==> config.mk <==
export PLATFORM = sky130hd
export DESIGN_NAME = seq_alu_unit
export DESIGN_NICKNAME = d
export VERILOG_FILES = /design/src/rtl/alu_pkg.sv /design/src/rtl/alu_comb_core.sv /design/src/rtl/seq_alu_unit.sv
export SDC_FILE = /design/constraint.sdc
export NUM_CORES = 1
export LEC_CHECK = 0
export ABC_CLOCK_PERIOD_IN_PS = 2100
export BUFFER_PORTS_ARGS = -buffer_cell sky130_fd_sc_hd__buf_4
export CAP_MARGIN = 20
export CORE_MARGIN = 5
export CORE_UTILIZATION = 55
export DETAILED_ROUTE_END_ITERATION = 12
export PLACE_DENSITY = 0.88
export SLEW_MARGIN = 20
export SYNTH_ARGS = -nofsm -noshare
export SYNTH_HDL_FRONTEND = slang
export SYNTH_SLANG_ARGS = --single-unit
==> constraint.sdc <==
create_clock -name clk -period 2.1 [get_ports clk]
set_input_delay 0.105 -clock clk [delete_from_list [all_inputs] [get_ports clk]]
set_output_delay 0.105 -clock clk [all_outputs]
set_load 0.02 [all_outputs]
==> src/rtl/alu_pkg.sv <==
// Shared ALUControl encodings, FSM state encoding and opcode helpers for the
// sequential ALU and the decoder that drives it.
package alu_pkg;

   localparam logic [3:0] ALU_ADD  = 4'b0000;
   localparam logic [3:0] ALU_SUB  = 4'b0001;
   localparam logic [3:0] ALU_AND  = 4'b0010;
   localparam logic [3:0] ALU_OR   = 4'b0011;
   localparam logic [3:0] ALU_XOR  = 4'b0100;
   localparam logic [3:0] ALU_SLT  = 4'b0101;
   localparam logic [3:0] ALU_SLL  = 4'b0110;
   localparam logic [3:0] ALU_SLTU = 4'b0111;
   localparam logic [3:0] ALU_SRA  = 4'b1000;
   localparam logic [3:0] ALU_SRL  = 4'b1001;

   typedef enum logic [1:0] {
      ST_IDLE  = 2'd0,
      ST_SHIFT = 2'd1,
      ST_DONE  = 2'd2
   } alu_state_t;

   function automatic logic is_shift(input logic [3:0] ctrl);
      return (ctrl == ALU_SLL) || (ctrl == ALU_SRA) || (ctrl == ALU_SRL);
   endfunction

   function automatic logic is_legal(input logic [3:0] ctrl);
      return (ctrl == ALU_ADD)  || (ctrl == ALU_SUB)  || (ctrl == ALU_AND) ||
             (ctrl == ALU_OR)   || (ctrl == ALU_XOR)  || (ctrl == ALU_SLT) ||
             (ctrl == ALU_SLTU) || is_shift(ctrl);
   endfunction

endpackage

==> src/rtl/alu_comb_core.sv <==
// Purely combinational single-cycle ALU operations. Shift and unused codes
// yield zero; shifts are sequenced by the enclosing unit.
module alu_comb_core
   import alu_pkg::*;
#(
   parameter int WIDTH = 32
) (
   input  logic [3:0]       alu_ctrl,
   input  logic [WIDTH-1:0] src_a,
   input  logic [WIDTH-1:0] src_b,
   output logic [WIDTH-1:0] y
);

   logic signed [WIDTH-1:0] sa;
   logic signed [WIDTH-1:0] sb;

   assign sa = src_a;
   assign sb = src_b;

   // Select the single-cycle result for the requested operation
   always_comb begin
      y = '0;
      case (alu_ctrl)
         ALU_ADD:  y = src_a + src_b;
         ALU_SUB:  y = src_a - src_b;
         ALU_AND:  y = src_a & src_b;
         ALU_OR:   y = src_a | src_b;
         ALU_XOR:  y = src_a ^ src_b;
         ALU_SLT:  y = {{(WIDTH-1){1'b0}}, (sa < sb)};
         ALU_SLTU: y = {{(WIDTH-1){1'b0}}, (src_a < src_b)};
         default:  y = '0;
      endcase
   end

endmodule

==> src/rtl/seq_alu_unit.sv <==
// Handshaked multi-cycle ALU: single-cycle ops finish in one cycle, shifts
// walk one bit per cycle so no barrel shifter is needed.
module seq_alu_unit
   import alu_pkg::*;
#(
   parameter int WIDTH = 32
) (
   input  logic             clk,
   input  logic             reset_n,
   input  logic             flush,
   input  logic             in_valid,
   output logic             in_ready,
   input  logic [3:0]       alu_ctrl,
   input  logic [WIDTH-1:0] src_a,
   input  logic [WIDTH-1:0] src_b,
   output logic             out_valid,
   input  logic             out_ready,
   output logic [WIDTH-1:0] result,
   output logic             zero,
   output logic             illegal
);

   localparam int SHW = $clog2(WIDTH);

   alu_state_t       state;
   logic [SHW-1:0]   cnt;
   logic [3:0]       op_r;
   logic [WIDTH-1:0] comb_y;
   logic [WIDTH-1:0] shifted;
   logic [SHW-1:0]   shamt;

   assign shamt     = src_b[SHW-1:0];
   assign in_ready  = (state == ST_IDLE);
   assign out_valid = (state == ST_DONE);

   alu_comb_core #(.WIDTH(WIDTH)) u_core (
      .alu_ctrl (alu_ctrl),
      .src_a    (src_a),
      .src_b    (src_b),
      .y        (comb_y)
   );

   // One-bit step of the working register (result doubles as the shifter)
   always_comb begin
      shifted = result;
      case (op_r)
         ALU_SLL: shifted = {result[WIDTH-2:0], 1'b0};
         ALU_SRA: shifted = {result[WIDTH-1], result[WIDTH-1:1]};
         default: shifted = {1'b0, result[WIDTH-1:1]};
      endcase
   end

   // Sequencer: accept, iterate shifts, hold result until consumed
   always_ff @(posedge clk or negedge reset_n) begin
      if (!reset_n) begin
         state   <= ST_IDLE;
         cnt     <= '0;
         op_r    <= ALU_ADD;
         result  <= '0;
         zero    <= 1'b0;
         illegal <= 1'b0;
      end else if (flush) begin
         // Abort wins over everything; outputs keep stale values
         state <= ST_IDLE;
      end else begin
         case (state)
            ST_IDLE: begin
               if (in_valid) begin
                  op_r <= alu_ctrl;
                  if (is_shift(alu_ctrl)) begin
                     result  <= src_a;
                     illegal <= 1'b0;
                     if (shamt != '0) begin
                        cnt   <= shamt;
                        state <= ST_SHIFT;
                     end else begin
                        zero  <= (src_a == '0);
                        state <= ST_DONE;
                     end
                  end else begin
                     result  <= comb_y;
                     zero    <= (comb_y == '0);
                     illegal <= !is_legal(alu_ctrl);
                     state   <= ST_DONE;
                  end
               end
            end
            ST_SHIFT: begin
               result <= shifted;
               cnt    <= cnt - SHW'(1);
               if (cnt == SHW'(1)) begin
                  zero  <= (shifted == '0);
                  state <= ST_DONE;
               end
            end
            ST_DONE: begin
               if (out_ready) state <= ST_IDLE;
            end
            default: state <= ST_IDLE;
         endcase
      end
   end

endmodule

==> out/metrics.cfg, run 1 <==
[status]
outcome = did not finish
stop_stage = global routing (5_1_grt)
error_line = [ERROR GRT-0116] Global routing finished with congestion. Check the congestion regions in the DRC Viewer.

[logic_synthesis]
synthTopCellsByCount = nand2_1 (156), ha_1 (115), a21oi_1 (104), inv_1 (96), nor2_1 (93)
synth-warning-count = 0
yosysTopAreaCell = ha_1
synth_area_leaders = ha_1 (16%), dfrtp_1 (13%), nand2_1 (6.7%)
synth.top_cell.area_share = 0.165
ys_seq_elements = 45
synth_seq_area_share = 0.129
synth_edf_count = 0
synthCells = 1251
synth-main-ff-cell = dfrtp_1
synth.avg_cell_area_sq_um = 6.98
async_flop_share = 1.00
synthDistinctLibCells = 88
yosysMostFrequentCell = nand2_1
synth_nets = 1441
syn_area_sq_um = 8730

[clock_network]
htree_levels = 2
clock_path_buffers = 2
clockRootBuffer = clkbuf_16
clock_sinks = 45
numCtsBuffers = 5

[placed_design]
port_buffers = 108
gp_congestion = 1.15
place_inst = 1924
place_ws_ns = -1.42
place_hpwl_um = 35900

[global_routing]
grt_pass1_wl_um = 115000
overflow = 284
grt_pass1_vias = 17900
track_usage = 0.809
grt_max_degree = 65

[die]
start_util = 0.556
dieWidth_um = 136
die_h_um = 136
num_io_pins = 109
rows = 46

repair_timing:
item / CTS
setup buffers: 17
hold buffers: 1
pin swaps: 91
gates resized for setup: 184
hold endpoints to repair: 45
endpoints found under the setup margin: 31
routing by layer:
layer  global-route usage  GRT overflow
met1                0.796             7
met4                0.852           121
met5                0.358             1
met2                0.948           145
met3                0.675            10
per-stage QoR:
stage | setup TNS, ns | instance area [sq um]
after detailed placement | -27.37 | 13100
after global placement | -21.38 | 13100
after floorplan | -6.55 | 9180
after CTS | -13.42 | 14300
kinds of logic after synthesis:
kind of cell | share of synthesized area
AND/OR/NAND/NOR | 0.253
AO/OA/AOI/OAI | 0.339
buffers and inverters | 0.0866
adder cells (fa/ha/maj) | 0.169
flip-flops | 0.129
multiplexers | 0.0132
XOR/XNOR | 0.0100
==> run 2: changes to the inputs <==
- ABC_CLOCK_PERIOD_IN_PS: 2100 -> 2730
- CORE_UTILIZATION: 55 -> 40
- PLACE_DENSITY: 0.88 -> default
- PLACE_DENSITY_LB_ADDON: default -> 0.15
- clock period: 2.1 -> 2.73 ns (I/O delays scaled with it)
==> run 2 against run 1 <==
Net effect: the flow now finishes, with violations (negative setup slack); synthesized cell count unchanged; area after synthesis unchanged.
==> out/metrics.cfg, run 2 <==
[critical_path]
path_class = input pin to flip-flop
cp_max_fo = 5
crit_path_start_kind = input pin
crit_arrival_ns = 3.37
critPathRequiredTime_ns = 2.95
end_kind = flip-flop

[logic_synthesis]
synth_area_leaders = ha_1 (16%), dfrtp_1 (13%), nand2_1 (6.7%)
yosysMostFrequentCell = nand2_1
async_flop_share = 1.00
synthTopCellsByCount = nand2_1 (156), ha_1 (115), a21oi_1 (104), inv_1 (96), nor2_1 (93)
synth_seq_area_share = 0.129
synth-main-ff-cell = dfrtp_1
syn_area_sq_um = 8730
synth-warning-count = 0
yosysTopAreaCell = ha_1
synth.top_cell.area_share = 0.165
synthCells = 1251
ys_seq_elements = 45
synth.avg_cell_area_sq_um = 6.98
synth_edf_count = 0
synthDistinctLibCells = 88
synth_nets = 1441

[timing]
finalCritPeriodShare = 1.16
tightest_slew_ns = 0.736
slew_headroom = 0.509
setup_viol = 11
maxSlewViolCount = 0
fmax_mhz = 317
hold_viol_final = 0
worst_slack_ns = -0.429
layout_min_cycle_time_ns = 3.16
skew_ns = 0.00342
rsz0062_at_grt = true
whs_ns = 0.151

[route]
num_vias = 11500
drtAntennaViolNets = 0
drt_first_pass_iters = 5
drc = 0
via_per_inst = 5.87
wl_um = 41100
drt_iter0_drc = 828
wl_per_cell_um = 21.0

[finish]
syn_to_final_growth_pct = 56.5
diodes = 0
drive_above_1_share = 0.396
final_util = 0.630
multiInputGateArea_sq_um = 7700
layout_commonest_cell = buf_4
layout.nets = 1868
seqCellArea_sq_um = 1130
largest_register = result
reg_top3 = result x32, cnt x5, op_r x4
largest_reg_flops = 32
fillers = 2019
final_cell_mix = buf_4 (472), nand2_1 (153), ha_1 (100)

[die]
rows = 54
die_h_um = 158
coreArea_sq_um = 21700
num_io_pins = 109
start_util = 0.402
dieWidth_um = 158
dieArea_sq_um = 24900

[placed_design]
place_hpwl_um = 33200
gp_congestion = 0.991
port_buffers = 108

[global_routing]
antenna_found_initial = 1
track_usage = 0.318
grt_pass1_wl_um = 61800
overflow = 0
grt_max_degree = 65
grt_pass1_vias = 11200

[power]
p_int_mw = 2.68
power_density_nw_per_um2 = 356
power_leakage_nw = 6.44
power_frac_comb = 0.635
power_frac_clock = 0.149
swShare = 0.448
power.switching_mw = 2.18
ir_worst_vdd_uv = 285
pwr-share-seq = 0.215

[clock_network]
numCtsBuffers = 5
htree_levels = 2
clock_sinks = 45
clock_path_buffers = 2
clockRootBuffer = clkbuf_16
path_clk_slew_ns = 0.07
cts_tree = yes
insertion_delay_ns = 0.30

[status]
outcome = finished, violations left
violations = negative setup slack

[min_path]
hold_path.class = input pin to flip-flop

[flow_run]
drv_cap = 0

run 2: cell counts after synthesis:
No cell type changed its count.
run 2: final timing paths:
kind / slack [ns] / cells past startpoint / startpoint / endpoint
max in group asynchronous: 1.90 / 2 / reset_n / cnt[1]
max: -0.43 / 16 / src_a[0] / zero
max reg2reg: 0.06 / 12 / cnt[0] / zero
min: 0.15 / 3 / out_ready / state[1]
min in group asynchronous: 0.41 / 2 / reset_n / result[19]
min reg2reg: 0.51 / 2 / cnt[1] / cnt[1]
run 2: routing by layer:
| layer | track usage | share of wire | wire, um |
|---|---|---|---|
| met1 | 0.406 | 0.41 | 16900 |
| met2 | 0.517 | 0.46 | 18900 |
| met3 | 0.0476 | 0.066 | 2710 |
| met4 | 0.167 | 0.064 | 2620 |
| met5 | 0 | 0.00044 | 18 |
run 2: repair_timing:
item | 4_1_cts | 5_1_grt
pin swaps | 54 | 58
resized for setup | 103 | 103
hold endpoints to repair | 45 | 0
buffers inserted | 20 | 8
hold buffers | 1 | 0
endpoints found under the setup margin | 20 | 21
run 2: critical path, cell delays in order:
cell,delay [ns]
buf_8,0.10
ha_4,0.16
fa_2,0.39
a211oi_4,0.28
o41a_4,0.18
buf_6,0.12
a2111oi_4,0.08
buf_4,0.16
o311ai_4,0.28
a21oi_2,0.10
or3_4,0.35
a211oi_4,0.23
nand4_1,0.17
nor4_2,0.28
nand4_1,0.17
o21ai_1,0.18
run 2: per-stage QoR:
stage | setup slack [ns] | cells | TNS [ns] | power [mW] | instance area [sq um]
6_report | -0.429 | 1959 | -1.66 | 4.86 | 13700
5_1_grt | -0.549 | 1959 | -2.96 | 5.14 | 13700
4_1_cts | -0.426 | 1956 | -1.67 | 4.69 | 13200
3_5_place_dp | -0.935 | 1929 | -13.54 | 3.82 | 12400
3_3_place_gp | -0.901 | 1929 | -12.99 | 3.79 | 12400
2_1_floorplan | -0.0949 | 1251 | -0.123 | 2.39 | 8750
run 2: cells by family after synthesis:
group	synth area share
AND/OR/NAND/NOR	0.253
AO/OA/AOI/OAI	0.339
buffers and inverters	0.0866
adder cells (fa/ha/maj)	0.169
flip-flops	0.129
multiplexers	0.0132
XOR/XNOR	0.0100
run 2: final cells by class:
cell class | count | area share
sequential | 45 | 0.0824
clock buffer | 6 | 0.00943
multi-input combinational | 1027 | 0.564
timing repair buffer | 499 | 0.287
clock inverter | 2 | 0.00284
inverter | 100 | 0.0288
tap | 280 | 0.0256
run 2: power groups by stage:
stage,Clock (mW),Sequential [mW],Combinational (mW)
detailed placement,0,1.05,2.77
finish,0.725,1.05,3.09
floorplan,0,1.11,1.28
CTS,0.724,1.04,2.93
global route,0.757,1.06,3.31
global placement,0,1.04,2.75
Note: power is estimated with default switching activity, not from simulation.
==> run 3: changes to the inputs <==
==> constraint.sdc (replaced) <==
create_clock -name clk -period 2.73 [get_ports clk]
set_input_delay 0.819 -clock clk [delete_from_list [all_inputs] [get_ports clk]]
set_output_delay 0.819 -clock clk [all_outputs]
set_load 0.02 [all_outputs]
==> run 3 against run 2 <==
Net effect: the flow still finishes with violations (negative setup slack); utilization rose by 6.3 points; maximum frequency fell by 16%; worst setup slack got worse by 0.60 ns; critical endpoint unchanged; combinational power rose by 11%; sequential cell count did not move; critical path depth did not move; die area did not move; global-route usage rose by 1.6 points; design area rose by 10%; register-to-register slack improved by 0.05 ns; cell count rose by 4.4%; total power rose by 6.6%.
==> out/metrics.cfg, run 3 (synthesized netlist as in run 2, its figures left out) <==
[timing]
hold_viol_final = 0
fin_setup_tns_ns = -16.86
finalCritPeriodShare = 1.38
fmax_mhz = 266
worst_slack_ns = -1.03
skew_ns = 0.00667
setup_viol = 30
layout_min_cycle_time_ns = 3.76
slew_headroom = 0.523
rsz0062_at_grt = true
whs_ns = 0.500
tightest_slew_ns = 0.710
maxSlewViolCount = 0

[critical_path]
cp_max_fo = 3
end_kind = flip-flop
cp_slowest_cell = o41a_4
crit_arrival_ns = 3.98
critPathRequiredTime_ns = 2.95
path_class = input pin to flip-flop
crit_path_start_kind = input pin
worstPathCellList = buf_12 -> inv_12 -> ha_4 -> inv_4 -> o41a_4 -> buf_6 -> a2111oi_4 -> o21a_2 -> buf_4 -> o21a_4 -> o311a_1 -> nor3_2 -> a2111o_1 -> nor4_4 -> nand4_1 -> o21ai_1
slowest_delay_ns = 0.50

[clock_network]
path_clk_slew_ns = 0.06
numCtsBuffers = 5
clockRootBuffer = clkbuf_16
htree_levels = 2
clock_path_buffers = 2
cts_tree = yes
insertion_delay_ns = 0.29
clock_sinks = 45
ctsHoldBuffers = 0

[route]
drt_iter0_drc = 876
wl_um = 43200
num_vias = 12100
drtAntennaViolNets = 0
wl_per_cell_um = 21.1
drt_first_pass_iters = 5
via_per_inst = 5.91
drc = 0

[finish]
layout.nets = 1954
reg_top3 = result x32, cnt x5, op_r x4
layout_commonest_cell = buf_4
diodes = 0
largest_reg_flops = 32
drive_above_1_share = 0.471
syn_to_final_growth_pct = 72.2
largest_register = result
final_cell_mix = buf_4 (533), nand2_1 (153), ha_1 (96)

[placed_design]
gp_congestion = 1.05
port_buffers = 108
place_ws_ns = -1.60
place_hpwl_um = 34900

[global_routing]
grt_max_degree = 65
grt_pass1_wl_um = 65400
grt_pass1_vias = 11700
track_usage = 0.334
overflow = 0
antenna_found_initial = 0

[die]
rows = 54
dieWidth_um = 158
dieArea_sq_um = 24900
num_io_pins = 109
start_util = 0.402
coreArea_sq_um = 21700
die_h_um = 158

[flow_run]
drv_cap = 0

[power]
power_leakage_nw = 7.02
power_density_nw_per_um2 = 345
ir_worst_vdd_uv = 311

[min_path]
hold_path.class = flip-flop to flip-flop

[status]
outcome = finished, violations left
violations = negative setup slack

[run 3: area by class of cell]
class                           instances  area [sq um]
Fill cell                            1812          6660
Inverter                              100           432
Tap cell                              280           350
Clock buffer                            7           143
Sequential cell                        45          1130
Clock inverter                          1          30.0
Timing Repair Buffer                  585          4680
Multi-Input combinational cell       1027          8270
[run 3: power by group]
group          switching [mW]  leakage (nW)  internal, mW  total (mW)
logic                    1.80          6.36          1.62        3.43
registers               0.217         0.577         0.818        1.03
clock network           0.261        0.0841         0.458       0.719
total                    2.28          7.02          2.90        5.18
[run 3: worst max-delay path: cells and delay by family]
kind,cells,cell delay (ns)
fa+ha+maj,1,0.27
simple gates,3,0.49
compound gates,7,1.98
buf+inv,5,0.41
[run 3: final timing paths]
kind	start	to	slack, ns	cells past startpoint
setup / recovery	src_b[4]	zero	-1.03	16
hold / removal	illegal	illegal	0.50	2
setup reg to reg	cnt[0]	zero	0.11	11
hold reg to reg	illegal	illegal	0.50	2
max in group asynchronous	reset_n	cnt[3]	1.77	1
min in group asynchronous	reset_n	result[28]	0.53	1
[run 3: repair_timing]
action | 4_1_cts | 5_1_grt
buffers inserted | 28 | 20
endpoints found under the setup margin | 31 | 31
pin swaps | 89 | 79
resized for setup | 176 | 86
[run 3: stage by stage]
step	power, mW	utilization	cell area, sq um	instances
floorplan	2.49	-	9210	1251
global placement	3.98	0.615	13300	1999
detailed placement	4.01	0.615	13300	1999
CTS	4.98	0.669	14500	2033
global route	5.47	0.693	15000	2045
finish	5.18	0.693	15000	2045
[run 3: per-layer routing]
metal | routed length [um] | up-vias | global-route usage | part of all wire
met4 | 2180 | 0 | 0.120 | 0.050
met3 | 2560 | 122 | 0.0353 | 0.059
li1 | - | 5629 | - | -
met1 | 17400 | 5793 | 0.420 | 0.40
met5 | 0 | - | 0 | 0
met2 | 21100 | 533 | 0.591 | 0.49
